[config.mk]
export PLATFORM = sky130hd
export DESIGN_NAME = downsample_rows_avg
export DESIGN_NICKNAME = d
export VERILOG_FILES = /design/src/rtl/downsample_rows_avg.sv
export SDC_FILE = /design/constraint.sdc
export NUM_CORES = 1
export LEC_CHECK = 0
export ABC_AREA = 1
export ABC_CLOCK_PERIOD_IN_PS = 6060
export CAP_MARGIN = 5
export CORE_UTILIZATION = 45
export DETAILED_ROUTE_END_ITERATION = 8
export GPL_TIMING_DRIVEN = 0
export SKIP_LAST_GASP = 1
export SLEW_MARGIN = 20
export SYNTH_ARGS = -nofsm -noshare
export SYNTH_HDL_FRONTEND = slang
export SYNTH_SLANG_ARGS = --single-unit
[constraint.sdc]
create_clock -name clk -period 6.06 [get_ports clk]
set_input_delay 1.212 -clock clk [delete_from_list [all_inputs] [get_ports clk]]
set_output_delay 1.212 -clock clk [all_outputs]
set_load 0.01 [all_outputs]
[src/rtl/downsample_rows_avg.sv]
// Vertical 2:1 row decimator: even rows go to a line buffer, odd rows are averaged with it; output 1 cycle after odd-row beat.
// in_ready stalls only on odd rows while the output stage is full; DS_ROW_INVALID_SKIP_EN treats zero disparity as invalid.
module downsample_rows_avg #(
  parameter int IN_WIDTH  = 120,
  parameter int IN_HEIGHT = 480
) (
  input  logic       clk,
  input  logic       reset,
  input  logic [7:0] in_data,
  input  logic       in_valid,
  output logic       in_ready,
  output logic [7:0] out_data,
  output logic       out_valid,
  input  logic       out_ready
);

  localparam int XW = (IN_WIDTH  > 1) ? $clog2(IN_WIDTH)  : 1;
  localparam int YW = (IN_HEIGHT > 1) ? $clog2(IN_HEIGHT) : 1;

  logic [XW-1:0] x;
  logic [XW-1:0] x_nxt;
  logic [YW-1:0] y;
  logic          odd_row;
  logic          beat;
  logic          row_end;
  logic [7:0]    linebuf [IN_WIDTH];
  logic [7:0]    lb_rd;

  function automatic logic [7:0] avg(input logic [7:0] a, input logic [7:0] b);
    logic [8:0] sum;
    sum = {1'b0, a} + {1'b0, b};
    avg = sum[8:1];
`ifdef DS_ROW_INVALID_SKIP_EN
    if (a == 8'd0) avg = b;
    else if (b == 8'd0) avg = a;
`endif
  endfunction

  assign odd_row  = y[0];
  assign in_ready = odd_row ? (!out_valid || out_ready) : 1'b1;
  assign beat     = in_valid && in_ready;
  assign row_end  = (x == XW'(IN_WIDTH - 1));

  // Address of the next beat, so the synchronous read is ready when that beat presents.
  always_comb begin
    x_nxt = x;
    if (reset)     x_nxt = '0;
    else if (beat) x_nxt = row_end ? '0 : x + 1'b1;
  end

  always_ff @(posedge clk) begin
    lb_rd <= linebuf[x_nxt];
    if (!reset && beat && !odd_row) linebuf[x] <= in_data;
  end

  always_ff @(posedge clk) begin
    if (reset) begin
      x         <= '0;
      y         <= '0;
      out_valid <= 1'b0;
      out_data  <= 8'd0;
    end else begin
      if (beat) begin
        x <= x_nxt;
        if (row_end) y <= (y == YW'(IN_HEIGHT - 1)) ? '0 : y + 1'b1;
      end
      // Fill takes priority so a simultaneous drain and fill leaves no bubble.
      if (beat && odd_row) begin
        out_data  <= avg(lb_rd, in_data);
        out_valid <= 1'b1;
      end else if (out_ready) begin
        out_valid <= 1'b0;
      end
    end
  end

endmodule

======== Word level (Yosys, flattened, before mapping) ========
Memories as Yosys holds them, arrays and structs flattened. A register that Yosys moved wholly into a read port is not among the register bits.
Cells that the tools add are included.
word-level totals
  register bits ........................... 25
  memories ................................ 1
  output and inout bits ................... 10
  bits in writable memories ............... 960
  input bits .............................. 12
  logic and storage cells ................. 29
memories
  name     depth  bits a word  read ports  clocked after memory_dff  write ports  line  text
  linebuf  120    8            1           1                         1            26    logic [7:0] linebuf [IN_WIDTH];
cells by class
  reductions and logical operators ........ 10
  $add $sub $neg .......................... 3
  eq/ne operators ......................... 2
  muxes and demuxes ....................... 9
operators with widths
  cell                 count
  $mux 7               3
  $add 8x8->9          1
  $add 9x1->9 const B  1
  $eq 9x9->1 const B   1
  $mux 9               1
  $add 7x1->7 const B  1
  $eq 7x7->1 const B   1
  $mux 1               5
  $logic_and 1x1->1    4
  $logic_not 1->1      3
  $reduce_and 2->1     1
  $reduce_bool 2->1    1
  $logic_or 1x1->1     1

======== Depth between registers and ports, before layout ========
Gate-level depths: netlist (run 1).
  depth after elaboration ................. 8
  gate-level depth with buffers ........... 19
  depth with buffers taken out ............ 17

======== Worst setup path before layout (run 1) ========
No wires, ideal clock.
  path type ............................... input -> register
  from .................................... input out_ready
  to ...................................... memory linebuf[14][0], enable pin
  stages on the path ...................... 7
  slack ................................... 3.016 ns
  arrival time ............................ 2.674 ns
  buffers on the path ..................... 1
  data required time ...................... 5.690 ns
  setup time .............................. 0.370 ns
  cells stage by stage .................... inv_1 nand3_2 nand2_4 nor4_1 nand3_1 clkbuf_1 nor2_1
between the ends
  longest elaborated chain between the ends .. 7
ends and longest elaborated chain
  item                             line  text
  start: declaration               14    input logic out_ready
  $logic_or 1x1->1                 40    assign in_ready = odd_row ? (!out_valid || out_ready) : 1'b1;
  $mux 1                           40
  named net in_ready               11    output logic in_ready,
  $logic_and 1x1->1                41    assign beat = in_valid && in_ready;
  $logic_and 1x1->1 (2 in series)  53    if (!reset && beat && !odd_row) linebuf[x] <= in_data;
  $mux 1                           53
  $mux 1 (implied by the code)     53
  end: declaration                 26
The timed path passes the listed nets, and every way through them passes these cells.

======== Worst setup path after layout (run 1) ========
  from .................................... input reset
  to ...................................... register lb_rd[5], read port of linebuf
between the ends
  longest elaborated chain between the ends .. 1
ends and longest elaborated chain
  item                line  text
  start: declaration  8     input logic reset,
  $mux 7              47    if (reset) x_nxt = '0;
  end: declaration    27    logic [7:0] lb_rd;
No other way between the ends.
A chain may end at the register's enable or synchronous reset.

==> summary.txt, run 1 <==
Finish
  • Most common cell after layout, fill and taps aside: edfxtp_1
  • Post-layout util: 0.513
  • Share of layout cells above drive strength 1: 0.0812
  • Fillers: 8720
  • Commonest cells after routing, fill and taps aside: edfxtp_1, nand2_1, nand3_1, inv_1, nand4_1
  • Syn-to-layout area delta: 12.5%
  • NumNets Final: around 4400
  • Final std cells w/o fill: ~5700

Critical path
  • Worst Path Arrival: around 5.6 ns
  • Worst Setup End Kind: flop
  • FF-to-FF setup slack: 2.01 ns
  • Slowest CP cell: clkbuf_1
  • Crit-path cells: clkdlybuf4s50_1 -> inv_1 -> buf_2 -> clkbuf_1 -> clkbuf_1 -> nand4_1 -> nand3_1 -> nand3_1 -> nand3_1 -> nand3_1 -> nand3_1 -> nand2_1 -> nand2_1 -> nand2_1
  • Critical Path RT: roughly 6.6 ns
  • CP startpoint kind: input port
  • Critical Path Fanout Max: 10
  • Most common cell on crit path: nand3_1
  • WS Path Type: input port to flop
  • Slowest stage delay, CP: between 0.9 and 1 ns

Clocking
  • Worst-skew pair later-pin latency: 0.72 ns
  • # H-tree levels: 3
  • CTS buffer count: 106
  • CTS tree: yes
  • CTS resizes: 0
  • Worst-path clk slew: 0.06 ns
  • CTS Buffer Depth: 3
  • # hold bufs at CTS: 0
  • Post-CTS setup buffers: 0
  • CTS sink count: 993
  • CTS root buf: clkbuf_16

Floorplan
  • Die X: 315 um
  • Die area: ~99000 um2
  • DIE HEIGHT: 315 um
  • # IOs: 22
  • Initial Utilization: 0.456
  • Placement Rows: about 110
  • CORE AREA: around 97000 um2

STA
  • Period Utilization, post-route: 0.840
  • Max-slew violations: 0
  • Final clock skew: 0.0352 ns
  • Setup-failing EPs final: 0
  • RSZ-0062 raised after global routing: false
  • Slack of the critical path: between 0.9 and 1 ns
  • Final Hold Violating Endpoints: 0
  • FMAX: a little under 0.2 GHz
  • Actual slew at the worst max-slew pin: between 1 and 1.5 ns
  • Relative slew slack: 0.170
  • Final setup TNS: 0 ns
  • Period minus WS final: 5.09 ns

Synth
  • #FFs+latches synth: 993
  • Mean Syn Cell Area: 10.4 um2
  • Synth Cell Area: 44100 um2
  • Synth Flop Type: edfxtp_1
  • Post-synthesis net count: 4245
  • Synthesized instance count: 4223
  • Ys async rst share: 0
  • Top cells by area, synth: edfxtp_1, nand3_1, nand2_1
  • Ys Warns: 0
  • Synth top area share: 0.653
  • Post-synth top area cell: edfxtp_1
  • Netlist cell types: 38
  • Post-synthesis sequential area ratio: 0.668
  • Post-synth EDFFs: 960

Pwr
  • Worst IR Drop VDD: about 0.28 mV
  • PwrDens: 310 nW/um2
  • Power Total: 15.4 mW
  • Leakage: around 20 nW

Worst hold path
  • Type of the worst min-delay path: flop to flop

Placed design
  • Gpl congestion: 1.00
  • Port Buffers: 21
  • Dpl cells: 5529
  • HPWL after DPL: about 110 mm
  • Pre-CTS worst setup slack: 0.504 ns

Routing
  • Remaining DRCs: 0
  • Drt total wl: about 150 mm
  • Vias: around 33000
  • Avg WL per Cell: ~27 um
  • Drt via density: 5.74
  • 1st-iter DRT viols: around 5000
  • Initial DRT Pass Iterations: 6
  • Post-DRT Antenna Nets: 0

GRT
  • Largest net degree at the start of global routing: 79
  • Vias in the first global route: 30627
  • Global-route wire length before repair: ~220 mm
  • Global route total overflow: 0
  • GRT Total Usage: 0.310
  • Initial antenna violation count: 2

Run
  • MaxCap Viol Count: 0

Outcome
  • Status: finished, final reports clean
## per-stage QoR
stage                     area (um2)  hold WS [ns]
after floorplan                44100         0.445
after global placement         45900         0.467
after detailed placement       46200         0.467
after CTS                      49600         0.478
after global routing           49600         0.505
final                          49600         0.483
## cell families (layout without fill, tap and decap cells)
group	Yosys count	in the layout	synth area share
xor+xnor	8	8	0.00159
simple gates	2105	2105	0.220
buf+inv	1009	1232	0.0934
other cells	0	1	0
fa+ha+maj	10	10	0.00301
flops	993	993	0.668
compound gates	98	98	0.0141
## metal layers
layer / vias to the layer above / routed length, um / GRT usage
met1: 15959 / 60900 / 0.424
li1: 14630 / - / -
met2: 1917 / 68400 / 0.475
met4: 2 / 7040 / 0.134
met3: 335 / 17200 / 0.0676
met5: - / 20 / 0
## final cells by class
| cell class | instances | area [um2] | share of cell area |
|---|---|---|---|
| multi-input cells | 2221 | 10500 | 0.212 |
| repair buffers | 30 | 455 | 0.00917 |
| diodes | 1 | 2.50 | 0.0000504 |
| clock inverters | 50 | 489 | 0.00985 |
| inverters | 736 | 2770 | 0.0557 |
| well taps | 1276 | 1600 | 0.0322 |
| clock buffers | 143 | 2960 | 0.0596 |
| plain buffers | 273 | 1360 | 0.0273 |
| flip-flops and latches | 993 | 29500 | 0.594 |
## Yosys cell counts (2+ instances only)
| cell | count |
|---|---|
| a21oi_1 | 21 |
| ha_1 | 9 |
| inv_2 | 5 |
| buf_4 | 11 |
| nor2_1 | 157 |
| edfxtp_1 | 960 |
| nor3_2 | 2 |
| buf_1 | 16 |
| clkbuf_1 | 91 |
| nand4_1 | 272 |
| or2_2 | 5 |
| buf_6 | 15 |
| nand3_1 | 825 |
| nor2_2 | 2 |
| xor2_1 | 6 |
| buf_2 | 140 |
| o21ai_0 | 32 |
| inv_1 | 729 |
| nor3_1 | 5 |
| o21a_1 | 2 |
| nor3b_1 | 2 |
| nand2_2 | 2 |
| nand2_1 | 829 |
| o21bai_1 | 3 |
| dfxtp_1 | 33 |
| xnor2_1 | 2 |
| o211ai_1 | 36 |
## worst max-delay path: cells and delay by family
kind | cells | cell delay [ns]
simple gates | 9 | 1.31
buf+inv | 5 | 3.06
## where the power goes
group | switching, mW | internal [mW] | leakage, nW
Sequential | 0.00601 | 7.54 | 8.90
Combinational | 0.960 | 0.302 | 9.38
Clock | 2.75 | 3.82 | 1.69
Total | 3.72 | 11.7 | 20.0
## registers in the layout (all words and copies together), names as in the netlist
register / cells
linebuf: 960
y: 9
lb_rd: 8
out_data: 8
x: 7
out_valid: 1
## final timing paths
kind | startpoint | endpoint | cells after the start
max reg2reg | y[0] | lb_rd[3] | 15
min reg2reg | y[2] | y[2] | 2
min | y[2] | y[2] | 2
max | reset | lb_rd[5] | 14
No activity file was read; power rests on OpenSTA's default activity.
==> inputs of run 2 (changes only) <==
--- a/config.mk
+++ b/config.mk
@@ -6,7 +6,7 @@
 export NUM_CORES = 1
 export LEC_CHECK = 0
 export ABC_AREA = 1
-export ABC_CLOCK_PERIOD_IN_PS = 6060
+export ABC_CLOCK_PERIOD_IN_PS = 4200
 export CAP_MARGIN = 5
 export CORE_UTILIZATION = 45
 export DETAILED_ROUTE_END_ITERATION = 8
==> constraint.sdc (replaced) <==
create_clock -name clk -period 4.2 [get_ports clk]
set_input_delay 0.84 -clock clk [delete_from_list [all_inputs] [get_ports clk]]
set_output_delay 0.84 -clock clk [all_outputs]
set_load 0.01 [all_outputs]
==> summary.txt, run 2 (same netlist as run 1, synthesis figures left out) <==
GRT
  • GRT Total Usage: 0.310 (about the same)
  • Most used routing layer: met2 (unchanged)
  • Global route total overflow: 0 (unchanged)
  • Vias in the first global route: 30613 (was 30627)
  • Global-route wire length before repair: 217 mm (was 218 mm)
  • Largest net degree at the start of global routing: 79 (unchanged)
  • Initial antenna violation count: 2 (unchanged)
  • Grt met3 use: 0.0683 (was 0.0676)
  • Global-route met2 utilization: 0.475 (about the same)
  • GR Layer Usage met1: 0.423 (was 0.424)

Clocking
  • CTS buffer count: 106 (unchanged)
  • CTS root buf: clkbuf_16 (unchanged)
  • CTS sink count: 993 (unchanged)
  • CTS tree: yes (unchanged)
  • Post-CTS setup buffers: 0 (unchanged)
  • Worst-path clk slew: 0.06 ns (about the same)
  • # H-tree levels: 3 (unchanged)
  • Worst-skew pair later-pin latency: 0.71 ns (was 0.72 ns)
  • CTS Buffer Depth: 3 (unchanged)
  • # hold bufs at CTS: 0 (unchanged)

Critical path
  • Critical Path RT: 4.49 ns (was 6.60 ns)
  • Worst Path Arrival: 4.55 ns (was 5.63 ns)
  • Worst Setup End Kind: flop (unchanged)
  • Critical Path Fanout Max: 10 (unchanged)
  • Slowest stage delay, CP: 1.03 ns (was 0.93 ns)
  • CP startpoint kind: input port (unchanged)
  • Crit-path cells: clkdlybuf4s50_1 -> nor4_1 -> nand3_1 -> clkbuf_1 -> nor2_1 (was clkdlybuf4s50_1 -> inv_1 -> buf_2 -> clkbuf_1 -> clkbuf_1 -> nand4_1 -> nand3_1 -> nand3_1 -> nand3_1 -> nand3_1 -> nand3_1 -> nand2_1 -> nand2_1 -> nand2_1)
  • WS Path Type: input port to flop (unchanged)
  • Slowest CP cell: nor2_1 (was clkbuf_1)

Floorplan
  • Initial Utilization: 0.456 (unchanged)
  • Die X: 315 um (unchanged)
  • CORE AREA: 96900 um2 (unchanged)
  • Placement Rows: 114 (unchanged)
  • # IOs: 22 (unchanged)
  • Die area: 99300 um2 (unchanged)
  • DIE HEIGHT: 315 um (unchanged)

Pwr
  • Leakage: 20.0 nW (about the same)
  • Worst IR Drop VDD: 0.399 mV (was 0.276 mV)
  • PwrDens: 447 nW/um2 (was 310 nW/um2)

Finish
  • NumNets Final: 4383 (unchanged)
  • Largest register FFs: 960 (unchanged)
  • Share of layout cells above drive strength 1: 0.0830 (was 0.0812)
  • Commonest cells after routing, fill and taps aside: edfxtp_1, nand2_1, nand3_1, inv_1, nand4_1 (unchanged)
  • Antenna diodes: 0 (was 1)
  • Top reg by flops: linebuf (unchanged)
  • Fillers: 8714 (was 8720)
  • Largest regs: linebuf (960), y (9) (unchanged)
  • Syn-to-layout area delta: 12.6% (was 12.5%)
  • Final std cells w/o fill: 5722 (was 5723)
  • Most common cell after layout, fill and taps aside: edfxtp_1 (unchanged)

Placed design
  • Port Buffers: 21 (unchanged)
  • HPWL after DPL: 107 mm (unchanged)
  • Gpl congestion: 1.00 (unchanged)
  • Dpl cells: 5529 (unchanged)

STA
  • FMAX: about 0.23 GHz
  • Slack of the critical path: -0.0607 ns (was 0.969 ns)
  • Final clock skew: 0.0372 ns (was 0.0352 ns)
  • Period Utilization, post-route: 1.01
  • Actual slew at the worst max-slew pin: 1.29 ns (was 1.25 ns)
  • Max-slew violations: 0 (unchanged)
  • Hold WS: 0.481 ns (was 0.483 ns)
  • Period minus WS final: approximately 4.3 ns
  • RSZ-0062 raised after global routing: false (unchanged)
  • Final Hold Violating Endpoints: 0 (unchanged)
  • Setup-failing EPs final: 49 (was 0)
  • Relative slew slack: 0.138 (was 0.170)

Routing
  • Avg WL per Cell: 26.8 um (about the same)
  • Vias: 32898 (was 32843)
  • Drt total wl: 154 mm (about the same)
  • Drt via density: 5.75 (was 5.74)
  • 1st-iter DRT viols: 4906 (was 4989)
  • Initial DRT Pass Iterations: 6 (unchanged)
  • Post-DRT Antenna Nets: 0 (unchanged)
  • Remaining DRCs: 0 (unchanged)

Worst hold path
  • Type of the worst min-delay path: flop to flop (unchanged)

Run
  • MaxCap Viol Count: 0 (unchanged)

Outcome
  • Status: finished with violations (was finished, final reports clean)
  • Failing checks: setup timing
## run 2: metal layers
layer,vias up,part of all wire
met4,2,0.046
met2,1956,0.45
li1,14640,-
met1,15939,0.39
met5,-,0.00013
met3,361,0.11
## run 2: per-stage QoR
step | worst slack [ns] | TNS, ns | power (mW) | utilization | instance area [um2]
after floorplan | 1.53 | 0 | 12.0 | - | 44100
after global placement | -3.12 | -2067.57 | 12.9 | 0.474 | 45900
after detailed placement | -0.984 | -189.48 | 12.8 | 0.477 | 46200
after CTS | 0.0278 | 0 | 22.1 | 0.512 | 49600
after global routing | 0.0345 | 0 | 22.6 | 0.513 | 49700
final | -0.0607 | -1.31 | 22.2 | 0.513 | 49700
## run 2: final cells by class
| cell class | instances | area [um2] | area share |
|---|---|---|---|
| Timing Repair Buffer | 30 | 455 | 0.00917 |
| Clock inverter | 50 | 489 | 0.00985 |
| Clock buffer | 143 | 2960 | 0.0595 |
| Tap cell | 1276 | 1600 | 0.0321 |
| Sequential cell | 993 | 29500 | 0.594 |
| Multi-Input combinational cell | 2221 | 10500 | 0.212 |
| Buffer | 273 | 1370 | 0.0276 |
| Inverter | 736 | 2770 | 0.0557 |
## run 2: path summary, 6_finish.rpt
check             startpoint             end  slack, ns  depth (start not counted)
setup reg to reg        y[0]  linebuf[24][5]       0.22                          6
setup / recovery       reset  linebuf[24][5]      -0.06                          5
hold reg to reg         y[2]            y[2]       0.48                          2
hold / removal          y[2]            y[2]       0.48                          2
## run 2: timing repair
action	CTS	global route
resized for setup	4	11
setup endpoints to repair	7	15
pin swaps	0	0
## run 2: where the power goes
part	switching, mW	internal (mW)	total [mW]
combinational	1.39	0.436	1.82
sequential	0.00860	10.9	10.9
clock	3.97	5.51	9.48
## run 2: worst max-delay path, delay by kind of cell
kind / cells / cell delay (ns)
simple gates: 3 / 2.30
buf+inv: 2 / 1.39
